==> src/rtl/shift_rot_sequencer.sv <==
// Command sequencer for an external bidirectional rotate register: loads a pattern,
// rotates it cmd_count times, returns the result, and otherwise freezes the register.
module shift_rot_sequencer #(
    parameter int WIDTH = 4,
    parameter int CNT_W = 4
) (
    input  logic             clk,
    input  logic             reset_n,
    input  logic             cmd_valid,
    output logic             cmd_ready,
    input  logic [WIDTH-1:0] cmd_data,
    input  logic             cmd_dir,
    input  logic [CNT_W-1:0] cmd_count,
    input  logic [WIDTH-1:0] sr_q,
    output logic             load,
    output logic             shift_dir,
    output logic [WIDTH-1:0] data_in,
    output logic             busy,
    output logic [WIDTH-1:0] result_data,
    output logic             result_valid
);

    typedef enum logic [1:0] {
        IDLE  = 2'd0,
        LOAD  = 2'd1,
        SHIFT = 2'd2,
        DONE  = 2'd3
    } state_t;

    state_t           state, state_nxt;
    logic [WIDTH-1:0] pat_q;
    logic             dir_q;
    logic [CNT_W-1:0] cnt_q;
    logic             accept;

    assign cmd_ready = (state == IDLE);
    assign busy      = (state != IDLE);
    assign accept    = cmd_valid && cmd_ready;

    always_ff @(posedge clk or negedge reset_n) begin
        if (!reset_n) state <= IDLE;
        else          state <= state_nxt;
    end

    always_comb begin
        state_nxt = state;
        case (state)
            IDLE:  if (accept) state_nxt = LOAD;
            LOAD:  state_nxt = (cnt_q != '0) ? SHIFT : DONE;
            // cnt_q counts remaining steps, so leave when the last one is in flight
            SHIFT: if (cnt_q == CNT_W'(1)) state_nxt = DONE;
            DONE:  state_nxt = IDLE;
            default: state_nxt = IDLE;
        endcase
    end

    // Outside LOAD/SHIFT the register reloads its own output, which freezes it.
    always_comb begin
        load      = 1'b1;
        shift_dir = 1'b0;
        data_in   = sr_q;
        case (state)
            LOAD: begin
                load      = 1'b1;
                shift_dir = dir_q;
                data_in   = pat_q;
            end
            SHIFT: begin
                load      = 1'b0;
                shift_dir = dir_q;
                data_in   = pat_q;
            end
            default: ;
        endcase
    end

    always_ff @(posedge clk or negedge reset_n) begin
        if (!reset_n) begin
            pat_q <= '0;
            dir_q <= 1'b0;
            cnt_q <= '0;
        end else if (accept) begin
            pat_q <= cmd_data;
            dir_q <= cmd_dir;
            cnt_q <= cmd_count;
        end else if (state == SHIFT) begin
            cnt_q <= cnt_q - CNT_W'(1);
        end
    end

    always_ff @(posedge clk or negedge reset_n) begin
        if (!reset_n) begin
            result_data  <= '0;
            result_valid <= 1'b0;
        end else begin
            result_valid <= (state == DONE);
            if (state == DONE) result_data <= sr_q;
        end
    end

endmodule

==> config.mk <==
export PLATFORM = sky130hd
export DESIGN_NAME = shift_rot_sequencer
export DESIGN_NICKNAME = d
export VERILOG_FILES = /design/src/rtl/shift_rot_sequencer.sv
export SDC_FILE = /design/constraint.sdc
export NUM_CORES = 1
export LEC_CHECK = 0
export CORE_MARGIN = 4
export CORE_UTILIZATION = 25
export DETAILED_ROUTE_END_ITERATION = 10
export DONT_BUFFER_PORTS = 1
export HOLD_SLACK_MARGIN = 0.02
export PLACE_DENSITY = 0.35
export SLEW_MARGIN = 20
export SYNTH_ARGS = -nofsm -noshare
export SYNTH_HDL_FRONTEND = slang
export SYNTH_SLANG_ARGS = --single-unit
==> constraint.sdc <==
create_clock -name clk -period 4.9 [get_ports clk]
set_clock_uncertainty 0.1 [all_clocks]
set_input_delay 1.47 -clock clk [delete_from_list [all_inputs] [get_ports clk]]
set_output_delay 1.47 -clock clk [all_outputs]
set_load 0.03 [all_outputs]
* Yosys cells after proc, flatten, opt, wreduce, memory -nomap -nowiden
Index checks and enable logic that the tools add are counted.
** Operators by class
- Add/subtract/negate cells :: 1
- Equal/unequal tests :: 6
- Muxes and demuxes :: 9
- Reductions and logical operators :: 7
** Operator list (number)
- 4-bit 2-to-1 mux :: 3
- 2-bit one-hot mux with 4 select lines :: 1
- 2-bit equality test (second input constant) :: 2
- 4-bit by 1-bit equality test with 1-bit output (second input constant) :: 1
- 2-bit 2-to-1 mux :: 2
- 2-bit nonzero test :: 2
- 4-bit nonzero test :: 1
- 4-bit by 1-bit subtractor with 4-bit output (second input constant) :: 1
- 1-bit 2-to-1 mux :: 3
- 2-bit by 1-bit equality test with 1-bit output (second input constant) :: 1
- 2-bit zero test :: 1
- 2-bit by 1-bit inequality test with 1-bit output (second input constant) :: 1
- 2-bit inequality test (second input constant) :: 1
- 2-bit AND reduction :: 1
- 2-bit OR reduction :: 1
- 1-bit logical AND :: 1
** Word-level totals
- Flip-flop bits (word level) :: 16
- Output and inout port bits :: 13
- Word-level logic and storage cells :: 29

* Longest topological paths before layout
Gate-level depths: netlist of the first run.
- Depth in word-level cells :: 4
- Mapped depth :: 6
- Mapped depth without buffers :: 5

* Worst setup path after synthesis of the first run
Ideal clock, no wire load.
- Kind :: input to output
- From :: input sr_q[0]
- To :: output data_in[0]
- Arrival :: 1.799 ns
- Data required time :: 3.330 ns
- Setup slack :: 1.531 ns
- Stages on the path :: 1
- Path through :: mux2_2
** On the way
- Word-level cells in the longest chain between the ends :: 1
** Ends and longest elaborated chain
- start, declared :: RTL line 14 : input logic [WIDTH-1:0] sr_q,
- 4-bit 2-to-1 mux :: RTL line 62 : case (state)
- end, declared :: RTL line 17 : output logic [WIDTH-1:0] data_in,
Every way passes these cells.

* Worst setup path after layout of the first run
- From :: input sr_q[2]
- To :: output data_in[2]
Same word-level chain as after synthesis.

==> impl_metrics.json, run 1 <==
{
  "status": "finished, final reports clean",
  "slew_violations": 0,
  "cp_top_family": "multiplexers",
  "grt_pass1_wl_mm": 3.00,
  "cts_setup_buffers": 0,
  "rsz0062_at_grt": "no",
  "worst_setup_path_start_kind": "primary input",
  "dieArea_mm2": 0.00440,
  "p_per_area_mw_per_mm2": 825,
  "viasPerCell": 4.39,
  "min_period_ns": 3.37,
  "p_switching_mw": 0.367,
  "endpoint": "data_in[2]",
  "place_congestion": 0.700,
  "grt_antenna_before_repair": 0,
  "synth-seq-cells": 16,
  "worst_setup_path_end_kind": "output pin",
  "grt_pass1_vias": 600,
  "pwr-share-comb": 0.497,
  "nets": 96,
  "tns_ns": 0,
  "path_buf_inv": 0,
  "port_buffers": 0,
  "crit_chain": "mux2_2",
  "syn_area_um2": 850,
  "critical_path_arrival_ns": 1.80,
  "cp_max_fo": 2,
  "numCtsBuffers": 3,
  "finalWirelength_mm": 1.73,
  "p_total_mw": 0.772,
  "max-cap-violations": 0,
  "grt_max_degree": 17,
  "cts_tree": "built",
  "drt_iter0_drc": 7,
  "start_util": 0.269,
  "fill_cells": 344,
  "fp.dieH_um": 66.3,
  "cellLeakagePower_nw": 0.405,
  "crit_type": "in -> out",
  "r2r_cells": 4,
  "clockBufferDepth": 2,
  "path_clk_slew_ns": 0.10,
  "min_path_type": "reg -> reg",
  "multiInputGateArea_um2": 422,
  "required_ns": 3.33,
  "p_clk_frac": 0.114,
  "cp.depth": 1,
  "cts_resized": 0,
  "syn_to_final_growth_pct": 10.2,
  "critPathLaunch": "sr_q[2]",
  "rrSetupSlack_ns": 2.94,
  "hold_viol_final": 0,
  "postSynthAreaPerCell_um2": 12.3,
  "yosys_warnings": 0,
  "fp.dieW_um": 66.3,
  "core_area_mm2": 0.00315,
  "diodes": 0,
  "wire_per_inst_um": 14.9,
  "hold_buffers": 0,
  "setup_viol": 0,
  "seqCellArea_um2": 400,
  "ir_worst_vdd_mv": 0.297,
  "synth_cell_types": 21,
  "clk_latency_ns": 0.28,
  "post-route-period-util": 0.688,
  "grt_usage": 0.0932,
  "seqPwrFrac": 0.389,
  "r2r_start": "state[0]",
  "drive_above_1_share": 0.278,
  "cts_max_level": 1,
  "swShare": 0.475,
  "syn-num-nets": 92,
  "row_count": 20,
  "vias": 509,
  "drc_errors": 0,
  "ios": 29,
  "slowest_delay_ns": 0.33,
  "worst_pin_slew_ns": 0.471,
  "reg2reg_to": "pat_q[2]",
  "dpl.hpwl_mm": 1.32,
  "drt_pass1_iterations": 4,
  "whs_path_depth": 1,
  "cts_sinks": 16,
  "critPathSlowestCell": "mux2_2",
  "clockRootBuffer": "clkbuf_4",
  "slew-limit-headroom": 0.685,
  "p_int_mw": 0.406,
  "seq_area_frac_synth": 0.471,
  "overflow": 0,
  "fmax_mhz": 296,
  "ant_nets": 0,
  "syn_inst": 69
}
==> cells by family (layout without fill, tap and decap cells) <==
group	after synthesis	count (layout)	share of synthesized area
compound gates	9	9	0.0707
xor+xnor	3	3	0.0309
fa+ha+maj	7	7	0.103
buf+inv	7	10	0.0324
flops	16	16	0.471
mux	15	15	0.197
simple gates	12	12	0.0943
==> per-stage QoR <==
step                setup WS [ns]  cells  utilization  hold slack (ns)  cell area [µm²]
global placement             1.53    112        0.285            0.386              900
detailed placement           1.52    112        0.285            0.392              900
finish                       1.53    116        0.297            0.412              936
floorplan                    1.53     69            -            0.371              850
CTS                          1.52    116        0.297            0.417              936
global route                 1.50    116        0.297            0.437              936
==> layout by cell type (no fill, tap or decap), drive strengths merged, types with 2 or more instances in the layout <==
master / netlist / layout
dfrtp: 16 / 16
mux2: 14 / 14
ha: 7 / 7
inv: 6 / 6
nor2: 4 / 4
clkbuf: 0 / 4
a21oi: 3 / 3
nand2: 2 / 2
xnor2: 2 / 2
nand2b: 2 / 2
a31oi: 2 / 2
==> power by group through the flow <==
stage               Sequential [mW]  Combinational [mW]  Clock [mW]
floorplan                     0.289               0.342           0
global placement              0.306               0.393           0
detailed placement            0.307               0.392           0
CTS                           0.303               0.394      0.0947
global route                  0.312               0.431       0.100
finish                        0.300               0.384      0.0880
==> synthesized netlist by cell type <==
master / count / area share
a41o_1: 1 / 0.012
a21oi_1: 3 / 0.018
nand2_1: 2 / 0.0088
dfrtp_1: 16 / 0.47
or2_2: 1 / 0.0074
nand2b_1: 2 / 0.015
nor4b_4: 1 / 0.028
inv_1: 6 / 0.027
xnor2_1: 2 / 0.021
and2_1: 1 / 0.0074
a31oi_1: 2 / 0.015
xor2_1: 1 / 0.010
nor2_1: 4 / 0.018
mux2_2: 14 / 0.19
buf_2: 1 / 0.0059
a32oi_1: 1 / 0.010
a41oi_1: 1 / 0.010
ha_1: 7 / 0.10
mux2i_1: 1 / 0.012
or3b_1: 1 / 0.010
o21ai_0: 1 / 0.0059
==> worst min-delay path by stage <==
stage                         from  endpoint  slack [ns]
final                        dir_q     dir_q        0.41
after global routing         dir_q     dir_q        0.44
after CTS                    dir_q     dir_q        0.42
after detailed placement     dir_q     dir_q        0.39
after global placement    pat_q[0]  pat_q[0]        0.39
after floorplan              dir_q     dir_q        0.37
==> metal layers <==
layer | wire [µm] | global-route usage
met5 | 0 | 0
met2 | 843 | 0.149
met3 | 97 | 0.0408
met1 | 770 | 0.111
met4 | 19 | 0.0305
==> registers in the layout (all words and copies together), names as in the netlist <==
register / flops
cnt_q: 4
dir_q: 1
pat_q: 4
result_data: 4
result_valid: 1
state: 2
==> layout make-up <==
type	count	area share
sequential	16	0.428
inverter	6	0.0241
clock buffer	4	0.0388
tap	44	0.0588
multi-input combinational	46	0.451
Power figures use the tool's default switching activity.
==> run 2: changes to the inputs <==
--- a/config.mk
+++ b/config.mk
@@ -10,7 +10,7 @@
 export DETAILED_ROUTE_END_ITERATION = 10
 export DONT_BUFFER_PORTS = 1
 export HOLD_SLACK_MARGIN = 0.02
-export PLACE_DENSITY = 0.35
+export PLACE_DENSITY = 0.37
 export SLEW_MARGIN = 20
 export SYNTH_ARGS = -nofsm -noshare
 export SYNTH_HDL_FRONTEND = slang
==> constraint.sdc (replaced) <==
create_clock -name clk -period 3.1 [get_ports clk]
set_clock_uncertainty 0.1 [all_clocks]
set_input_delay 0.93 -clock clk [delete_from_list [all_inputs] [get_ports clk]]
set_output_delay 0.93 -clock clk [all_outputs]
set_load 0.03 [all_outputs]
==> run 2 against run 1 <==
Sequential power increased by 58%. Worst setup slack got worse by 1.1 ns. Utilization unchanged. Non-clock buffer count unchanged. Clock-buffer cell count unchanged. Highest routed layer unchanged.
==> impl_metrics.json, run 2 (synthesis gave the netlist of run 1 again) <==
{
  "rsz0062_at_grt": "no",
  "use_met2": 0.130,
  "worst_setup_path_end_kind": "output pin",
  "wire_per_inst_um": 14.5,
  "min_period_ns": 2.71,
  "seqCellArea_um2": 400,
  "cp_max_fo": 6,
  "status": "finished, final reports clean",
  "cts_tree": "built",
  "cp_top_family": "multiplexers",
  "drt_iter0_drc": 28,
  "hold_viol_final": 0,
  "critPathSlowestCell": "mux2_2",
  "r2r_start": "state[1]",
  "fp.dieW_um": 66.3,
  "ios": 29,
  "cts_sinks": 16,
  "crit_chain": "inv_1, ha_1, mux2_2",
  "cts_max_level": 1,
  "required_ns": 2.07,
  "overflow": 0,
  "grt_pass1_vias": 533,
  "ant_nets": 0,
  "critical_path_arrival_ns": 1.68,
  "p_per_area_mw_per_mm2": 1310,
  "p_total_mw": 1.22,
  "top_usage_layer": "met2",
  "core_area_mm2": 0.00315,
  "fp.dieH_um": 66.3,
  "grt_pass1_wl_mm": 2.62,
  "cts_setup_buffers": 0,
  "hold_buffers": 0,
  "ir_worst_vdd_mv": 0.448,
  "port_buffers": 0,
  "diodes": 0,
  "layout.cells.most_common": "dfrtp_1",
  "tns_ns": 0,
  "drt_pass1_iterations": 4,
  "hold_slack_ns": 0.221,
  "clockBufferDepth": 2,
  "reg2reg_to": "cnt_q[1]",
  "path_buf_inv": 1,
  "drive_above_1_share": 0.278,
  "fmax_mhz": 370,
  "vias": 517,
  "grt_usage": 0.0824,
  "dieArea_mm2": 0.00440,
  "syn_to_final_growth_pct": 10.2,
  "largestRegisters": "cnt_q x4, pat_q x4, result_data x4",
  "setup_viol": 0,
  "cts_resized": 0,
  "setup_ws_ns": 0.394,
  "grt_use_met3": 0.0187,
  "clk_latency_ns": 0.29,
  "final_cell_mix": "dfrtp_1, mux2_2, ha_1",
  "pre_cts_ws_ns": 0.705,
  "row_count": 20,
  "max-cap-violations": 0,
  "slew-limit-headroom": 0.698,
  "place_congestion": 0.725,
  "rrSetupSlack_ns": 1.17,
  "grt_use_met1": 0.0993,
  "cellLeakagePower_nw": 0.405,
  "nets": 96,
  "worst_setup_path_start_kind": "flop",
  "drc_errors": 0,
  "grt_max_degree": 17,
  "start_util": 0.269,
  "multiInputGateArea_um2": 422,
  "viasPerCell": 4.46,
  "min_path_type": "in -> async",
  "grt_antenna_before_repair": 0,
  "numCtsBuffers": 3,
  "path_clk_slew_ns": 0.10,
  "crit_type": "reg -> out",
  "r2r_cells": 4,
  "dpl.hpwl_mm": 1.33,
  "finalWirelength_mm": 1.68,
  "fill_cells": 355,
  "post-route-period-util": 0.873,
  "worst_pin_slew_ns": 0.451,
  "slew_violations": 0,
  "slowest_delay_ns": 0.46,
  "clockRootBuffer": "clkbuf_4"
}
-- run 2: power breakdown --
part	switching (mW)	internal (mW)	total [mW]
Clock	0.0688	0.0715	0.140
Sequential	0.156	0.318	0.474
Combinational	0.356	0.252	0.608
-- run 2: worst max-delay path by stage --
stage | slack [ns] | start | to | cells after the start
finish | 0.39 | state[0] | data_in[0] | 3
global route | 0.28 | state[1] | data_in[1] | 3
CTS | 0.37 | state[0] | data_in[0] | 3
detailed placement | 0.71 | state[0] | data_in[0] | 3
global placement | 0.71 | state[1] | data_in[0] | 3
floorplan | 0.81 | sr_q[0] | data_in[0] | 1
-- run 2: stage by stage --
stage | instance area (µm²) | instances | utilization
detailed placement | 900 | 112 | 0.285
floorplan | 850 | 69 | -
global route | 936 | 116 | 0.297
global placement | 900 | 112 | 0.285
CTS | 936 | 116 | 0.297
finish | 936 | 116 | 0.297
-- run 2: cell type report --
type	instances	share of cell area
Sequential cell	16	0.428
Clock buffer	4	0.0388
Multi-Input combinational cell	46	0.451
Inverter	6	0.0241
Tap cell	44	0.0588
-- run 2: per-layer routing --
metal	part of all wire	vias up
met5	0	-
met4	0.019	0
met3	0.062	4
met2	0.48	14
met1	0.44	254
li1	-	245
==> run 3: changes to the inputs <==
==> constraint.sdc (replaced) <==
create_clock -name clk -period 2.4 [get_ports clk]
set_clock_uncertainty 0.1 [all_clocks]
set_input_delay 0.72 -clock clk [delete_from_list [all_inputs] [get_ports clk]]
set_output_delay 0.72 -clock clk [all_outputs]
set_load 0.03 [all_outputs]
==> run 3 against run 2 <==
Hold slack gained 0.19 ns. Power grew 39%. Wire length grew 2.1%. Non-clock buffer count grew 3. Sequential cell count is the same. Cell count grew 2.6%. Global-route usage grew 0.36 points. Utilization grew 1.7 points. Final area grew 5.6%. Sequential share of layout area shrank 2.3 points. Combinational power grew 51%. Register-to-register slack lost 0.50 ns. Largest power group unchanged. Highest routed layer unchanged.
==> impl_metrics.json, run 3 (synthesis gave the netlist of run 1 again) <==
{
  "drive_above_1_share": 0.307,
  "layout.cells.most_common": "dfrtp_1",
  "post-route-period-util": 0.965,
  "numCtsBuffers": 3,
  "dieArea_mm2": 0.00440,
  "drt_iter0_drc": 10,
  "status": "finished, final reports clean",
  "worst_pin_slew_ns": 0.759,
  "fmax_mhz": 432,
  "cts_max_level": 1,
  "syn_to_final_growth_pct": 16.3,
  "slowest_delay_ns": 0.40,
  "overflow": 0,
  "critical_path_arrival_ns": 1.49,
  "p_int_mw": 0.922,
  "cp_max_fo": 6,
  "crit_type": "reg -> out",
  "required_ns": 1.58,
  "min_from": "dir_q",
  "fp.dieW_um": 66.3,
  "seqPwrFrac": 0.357,
  "path_clk_slew_ns": 0.10,
  "whs_path_depth": 1,
  "port_buffers": 0,
  "clockBufferDepth": 2,
  "grt_antenna_before_repair": 0,
  "ir_worst_vdd_mv": 0.640,
  "place_congestion": 0.636,
  "rrSetupSlack_ns": 0.67,
  "ios": 29,
  "diodes": 0,
  "start_util": 0.269,
  "core_area_mm2": 0.00315,
  "row_count": 20,
  "vias": 521,
  "drt_pass1_iterations": 4,
  "path_buf_inv": 1,
  "finalWirelength_mm": 1.72,
  "worst_setup_path_start_kind": "flop",
  "largestRegisters": "cnt_q x4, pat_q x4, result_data x4",
  "nets": 99,
  "worst_setup_path_end_kind": "output pin",
  "holdPathEnd": "dir_q",
  "clockRootBuffer": "clkbuf_4",
  "min_path_type": "reg -> reg",
  "p_per_area_mw_per_mm2": 1720,
  "r2r_start": "state[0]",
  "ant_nets": 0,
  "hold_viol_final": 0,
  "p_total_mw": 1.70,
  "dpl.hpwl_mm": 1.33,
  "final_cell_mix": "dfrtp_1, mux2_2, inv_1, ha_1",
  "setup_viol": 0,
  "place_inst": 112,
  "drc_errors": 0,
  "critPathSlowestCell": "dfrtp_1",
  "cellLeakagePower_nw": 0.436,
  "final_cells": 119,
  "slew-limit-headroom": 0.492,
  "grt_max_degree": 17,
  "clk_latency_ns": 0.28,
  "viasPerCell": 4.38,
  "grt_pass1_vias": 569,
  "cts_tree": "built",
  "crit_chain": "inv_1, ha_4, mux2_4",
  "hold_slack_ns": 0.407,
  "r2r_cells": 5,
  "fill_cells": 338,
  "slew_violations": 0,
  "wire_per_inst_um": 14.5,
  "reg2reg_to": "cnt_q[1]",
  "grt_pass1_wl_mm": 2.71,
  "cts_sinks": 16,
  "grt_usage": 0.0860,
  "swShare": 0.458,
  "max-cap-violations": 0,
  "fp.dieH_um": 66.3,
  "p_switching_mw": 0.780,
  "pwr-share-comb": 0.538,
  "min_period_ns": 2.31,
  "cp_top_family": "flip-flops",
  "p_clk_frac": 0.105
}
run 3: area by class of cell:
type / count / area [µm²] / area share
Multi-Input combinational cell: 46 / 449 / 0.454
Sequential cell: 16 / 400 / 0.405
Tap cell: 44 / 55.1 / 0.0557
Clock buffer: 4 / 36.3 / 0.0367
Timing Repair Buffer: 3 / 25.0 / 0.0253
Inverter: 6 / 22.5 / 0.0228
run 3: per-stage QoR:
stage                     area [µm²]   util  worst slack (ns)  setup TNS [ns]
after floorplan                  850      -             0.339               0
after global placement           900  0.285             0.231               0
after detailed placement         900  0.285             0.201               0
after CTS                        981  0.311            0.0581               0
after global routing             988  0.313          -0.00568         -0.0130
final                            988  0.313            0.0851               0
run 3: repair_timing:
item,CTS,global route
resized for setup,6,0
hold buffers,1,0
endpoints found under the hold margin,16,0
endpoints found under the setup margin,5,4
buffers inserted,1,1
run 3: routing by layer:
layer	vias to the layer above	wire (µm)	GRT usage
met2	16	817	0.134
met1	251	779	0.102
met3	2	105	0.0323
met5	-	0	0
met4	0	18	0.0457
li1	252	-	-
run 3: power groups by stage:
stage	clock network [mW]	registers (mW)	logic, mW
after floorplan	0	0.589	0.699
after global placement	0	0.620	0.794
after detailed placement	0	0.625	0.793
after CTS	0.190	0.611	0.924
after global routing	0.200	0.621	1.01
final	0.178	0.608	0.917
run 3: worst register-to-register path: stages (launching register included):
cell     delay, ns
dfrtp_1       0.39
inv_1         0.12
ha_1          0.33
inv_1         0.24
mux2i_1       0.18
mux2_2        0.27
run 3: how the worst max path moves through the flow:
stage,startpoint,end,cells after the start
2_1_floorplan,state[0],data_in[0],3
3_5_place_dp,state[0],data_in[1],3
3_3_place_gp,state[1],data_in[0],3
6_report,state[1],data_in[1],3
5_1_grt,state[1],data_in[1],3
4_1_cts,state[1],data_in[1],3
==> RTL change 1, RTL diff (settings of run 2) <==
The 4 states of `state_t` get a Gray code encoding in 2 bits.
--- a/src/rtl/shift_rot_sequencer.sv
+++ b/src/rtl/shift_rot_sequencer.sv
@@ -21,10 +21,10 @@
 );
 
     typedef enum logic [1:0] {
-        IDLE  = 2'd0,
-        LOAD  = 2'd1,
-        SHIFT = 2'd2,
-        DONE  = 2'd3
+        IDLE  = 2'b00,
+        LOAD  = 2'b01,
+        SHIFT = 2'b11,
+        DONE  = 2'b10
     } state_t;
 
     state_t           state, state_nxt;
Behaviour: no difference found for any inputs over 10 cycles, from zero or initial values and one cycle with reset_n low; not proved beyond that.
==> RTL change 1 against run 2 <==
Worst setup slack better by 0.26 ns; core utilization is 0.87 points lower; highest routed layer unchanged; count of clock-buffer cells in the layout stayed put; routed wire length is 1.2% lower; power is 11% lower; synthesized area is 5.7% lower; cell area is 6.0% lower; sequential cell count stayed put.
==> RTL change 1: results (changes against run 2) <==
Clock tree
  – Num CTS Buffers: 3 (unchanged)
  – CTS H-tree depth: 1 (unchanged)

Synth
  – Top post-synthesis cells by area: dfrtp_1 50%, mux2_2 11%, mux2_4 9.4% (was dfrtp_1 47%, mux2_2 19%, ha_1 10%)
  – Post-synthesis sequential area ratio: 50.0% (was 47.1%)
  – Post-Syn Instances: 66 (was 69)
  – Yosys cell types: 24 (was 21)
  – Async S/R FF share, synth: 100% (unchanged)
  – Most frequent cells after synthesis: 16 x dfrtp_1, 8 x mux2_2, 6 x inv_1, 6 x nand3_1, 5 x mux2_4 (was 16 x dfrtp_1, 14 x mux2_2, 7 x ha_1, 6 x inv_1, 4 x nor2_1)
  – Ys Warns: 0 (unchanged)
  – Syn nets: 85 (was 92)
  – Number of synthesized register bits: 16 (unchanged)

Finish
  – Sequential cell area share: 45.5% (was 42.8%)
  – Multi-input combinational area share: 40.7% (was 45.1%)
  – Comb_multi_in: 41 (was 46)
  – Fraction of layout cells with a size suffix above 1: 26.5% (was 27.8%)
  – Final-layout clock-cell area share: 4.13% (was 3.88%)
  – Count of plain and timing-repair buffers: 1 (was 0)
  – Non-clock buffer share: 0.853% (was 0%)
  – Filler instances: 338 (was 355)
  – Final net count: 88 (was 96)

Critical path
  – Worst r2r path cells: 2 (was 4)
  – CP Max Fanout: 14 (was 6)
  – Reg2reg end: pat_q[3]$_DFFE_PN0P_ (was cnt_q[1]$_DFFE_PN0P_)
  – Setup crit end: busy (was data_in[0])
  – R2R Setup Slk: 1.30 ns (was 1.17 ns)
  – CP Data Arrival Time: 1.42 ns (was 1.68 ns)
  – R2r startpoint: state[0]$_DFFE_PN0P_ (was state[1]$_DFFE_PN0P_)

STA
  – Worst-Margin Slew: 0.494 ns (was 0.451 ns)
  – Fin. Hold Viols: 0 (unchanged)

Drt
  – Initial DRT Pass Iterations: 2 (was 4)
  – DR iter-0 viols: 27 (was 28)
  – Vias/cell: 4.56 (was 4.46)
  – Vias post-DR: 511 (was 517)
  – WL final: 1660 um (was 1680 um)

Status
  – Outcome: completed (unchanged)

Place
  – Hpwl dp: 1170 um (was 1330 um)
  – IO buf count: 0 (unchanged)
  – GP Congestion: 0.718 (was 0.725)

Global routing
  – Total congestion overflow: 0 (unchanged)
  – Vias in the first global route: 536 (was 533)
  – GRT Resource Usage Total: 8.62% (was 8.24%)
  – First-pass GRT wire length: 2620 um (about the same)

Pwr
  – VDD IR max: 279 uV (was 448 uV)
  – P_leak: 0.389 nW (was 0.405 nW)

Min path
  – Hold/Removal Path Class: in2async (unchanged)
==> RTL change 1: cell types whose count changed after synthesis, moves of 4 or more <==
cell | before | now
mux2_2 | 14 | 8
nand3_1 | 0 | 6
mux2_4 | 0 | 5
ha_1 | 7 | 3
==> RTL change 1: cells by family after synthesis <==
| logic type | count (synthesis) | share of synthesized area (%) |
|---|---|---|
| adders and majority gates | 3 | 4.69 |
| muxes | 13 | 20.6 |
| AOI/OAI and AO/OA | 7 | 6.72 |
| and+or+nand+nor | 17 | 11.6 |
| buffers and inverters | 9 | 5.31 |
| DFF | 16 | 50.0 |
| xor gates and xnor gates | 1 | 1.09 |
==> RTL change 1: where the power goes <==
| group | total, W | internal [W] | leakage (nW) | switching, W |
|---|---|---|---|---|
| Clock | 0.000143 | 0.0000715 | 0.0210 | 0.0000713 |
| Sequential | 0.000490 | 0.000317 | 0.189 | 0.000173 |
| Combinational | 0.000450 | 0.000200 | 0.179 | 0.000250 |
==> RTL change 1: metrics by stage <==
step	worst slack, ns	instance area [um2]	hold WS [ns]	power, W
finish	0.649	880	0.215	0.00108
global route	0.504	880	0.189	0.00116
CTS	0.609	880	0.197	0.00110
detailed placement	0.805	843	0.392	0.000954
global placement	0.805	843	0.388	0.000952
floorplan	0.664	801	0.374	0.000880
==> RTL change 1: layer usage <==
layer / track usage [%] / wire length [um] / up-vias
met5: 0 / 0 / -
met4: 3.17 / 19 / 0
met3: 4.85 / 157 / 2
met2: 14.3 / 812 / 23
met1: 9.09 / 675 / 253
li1: - / - / 233
==> RTL change 1: worst max-delay path, cell delays in order, from the launching register on <==
cell	delay, ns
dfrtp_1	0.64
nor2_1	0.07
buf_4	0.19
inv_1	0.22
==> RTL change 2, RTL diff (config.mk and constraints of run 2) <==
Made on the original files. Change the parameter `WIDTH` from 4 to 5.
--- a/src/rtl/shift_rot_sequencer.sv
+++ b/src/rtl/shift_rot_sequencer.sv
@@ -1,7 +1,7 @@
 // Command sequencer for an external bidirectional rotate register: loads a pattern,
 // rotates it cmd_count times, returns the result, and otherwise freezes the register.
 module shift_rot_sequencer #(
-    parameter int WIDTH = 4,
+    parameter int WIDTH = 5,
     parameter int CNT_W = 4
 ) (
     input  logic             clk,
Interface: changed (resized cmd_data, data_in, result_data and sr_q); port bits go from 29 to 33. The function was not compared with the original's and may differ.
==> RTL change 2 against run 2 <==
Routed wire length increased by 16%; power up 12%; critical path depth unchanged; worst setup slack got worse by 0.011 ns; cell area is 9.8% higher; synthesized area is 10% higher; sequential cell count rose by 2; critical path type unchanged.
==> RTL change 2: results (changes against run 2) <==
Status
  – Outcome: completed (unchanged)

Finish
  – Biggest regs: pat_q: 5 flops, result_data: 5 flops, cnt_q: 4 flops (was cnt_q: 4 flops, pat_q: 4 flops, result_data: 4 flops)
  – Filler instances: 387 (was 355)
  – Final net count: 103 (was 96)

Critical path
  – CP Max Fanout: 7 (was 6)
  – Max stage delay cell, worst path: ha_1 (was mux2_2)
  – Reg2reg end: pat_q[3]$_DFFE_PN0P_ (was cnt_q[1]$_DFFE_PN0P_)
  – Max stage delay on crit path: 0.48 ns (was 0.46 ns)

Pwr
  – Psw: 0.000653 W (was 0.000581 W)
  – VDD IR max: 576 uV (was 448 uV)

Clock tree
  – Worst skew pair latency: 0.25 ns (was 0.29 ns)
  – Clock root buffer master: clkbuf_8 (was clkbuf_4)
  – Reg clk slew, reported paths: 0.07 ns (was 0.10 ns)

Global routing
  – Met2 Use GR: 12.9% (was 13.0%)
  – Vias in the first global route: 614 (was 533)
  – Met3 Track Usage GR: 5.36% (was 1.87%)
  – Largest net degree at the start of global routing: 19 (was 17)
  – First-pass GRT wire length: 3220 um (was 2620 um)

Synth
  – Synth Area in Compound Gates: 6.41% (was 7.07%)
  – Yosys cell types: 23 (was 21)
  – Post-synthesis mux area share: 21.5% (was 19.7%)
  – Post-Syn Instances: 75 (was 69)

Place
  – Post-Place Cells: 119 (was 112)
  – Dpl ws: 0.620 ns (was 0.705 ns)
  – Area after DPL: 986 um2 (was 900 um2)

Drt
  – DR WL met2: 904 um (was 801 um)
  – Met3 wire len: 198 um (was 105 um)
  – DR iter-0 viols: 6 (was 28)
  – Vias post-DR: 545 (was 517)

STA
  – Worst-Margin Slew: 0.569 ns (was 0.451 ns)
RTL change 2: cell types whose count changed in the layout (fill, tap and decap cells not counted), sizes merged:
cell / before / now
mux2: 14 / 17
clkbuf: 4 / 3
dfrtp: 16 / 18
RTL change 2: layout make-up:
cell class | instances | area (um2) | area share (%)
inverter | 6 | 22.5 | 2.19
sequential | 18 | 450 | 43.8
multi-input combinational | 49 | 455 | 44.3
tap | 46 | 57.6 | 5.60
clock buffer | 3 | 41.3 | 4.02
RTL change 2: power groups by stage:
stage	Clock (W)	Combinational (W)	Sequential, W
2_1_floorplan	0	0.000595	0.000516
3_3_place_gp	0	0.000680	0.000541
3_5_place_dp	0	0.000690	0.000542
4_1_cts	0.000174	0.000692	0.000538
5_1_grt	0.000185	0.000733	0.000552
6_report	0.000161	0.000675	0.000534
RTL change 2: worst max-delay path: cells and delay by family, from the launching register on:
kind       cells  cell delay, ns
buf+inv        1            0.08
flops          1            0.41
mux            1            0.47
fa+ha+maj      1            0.48
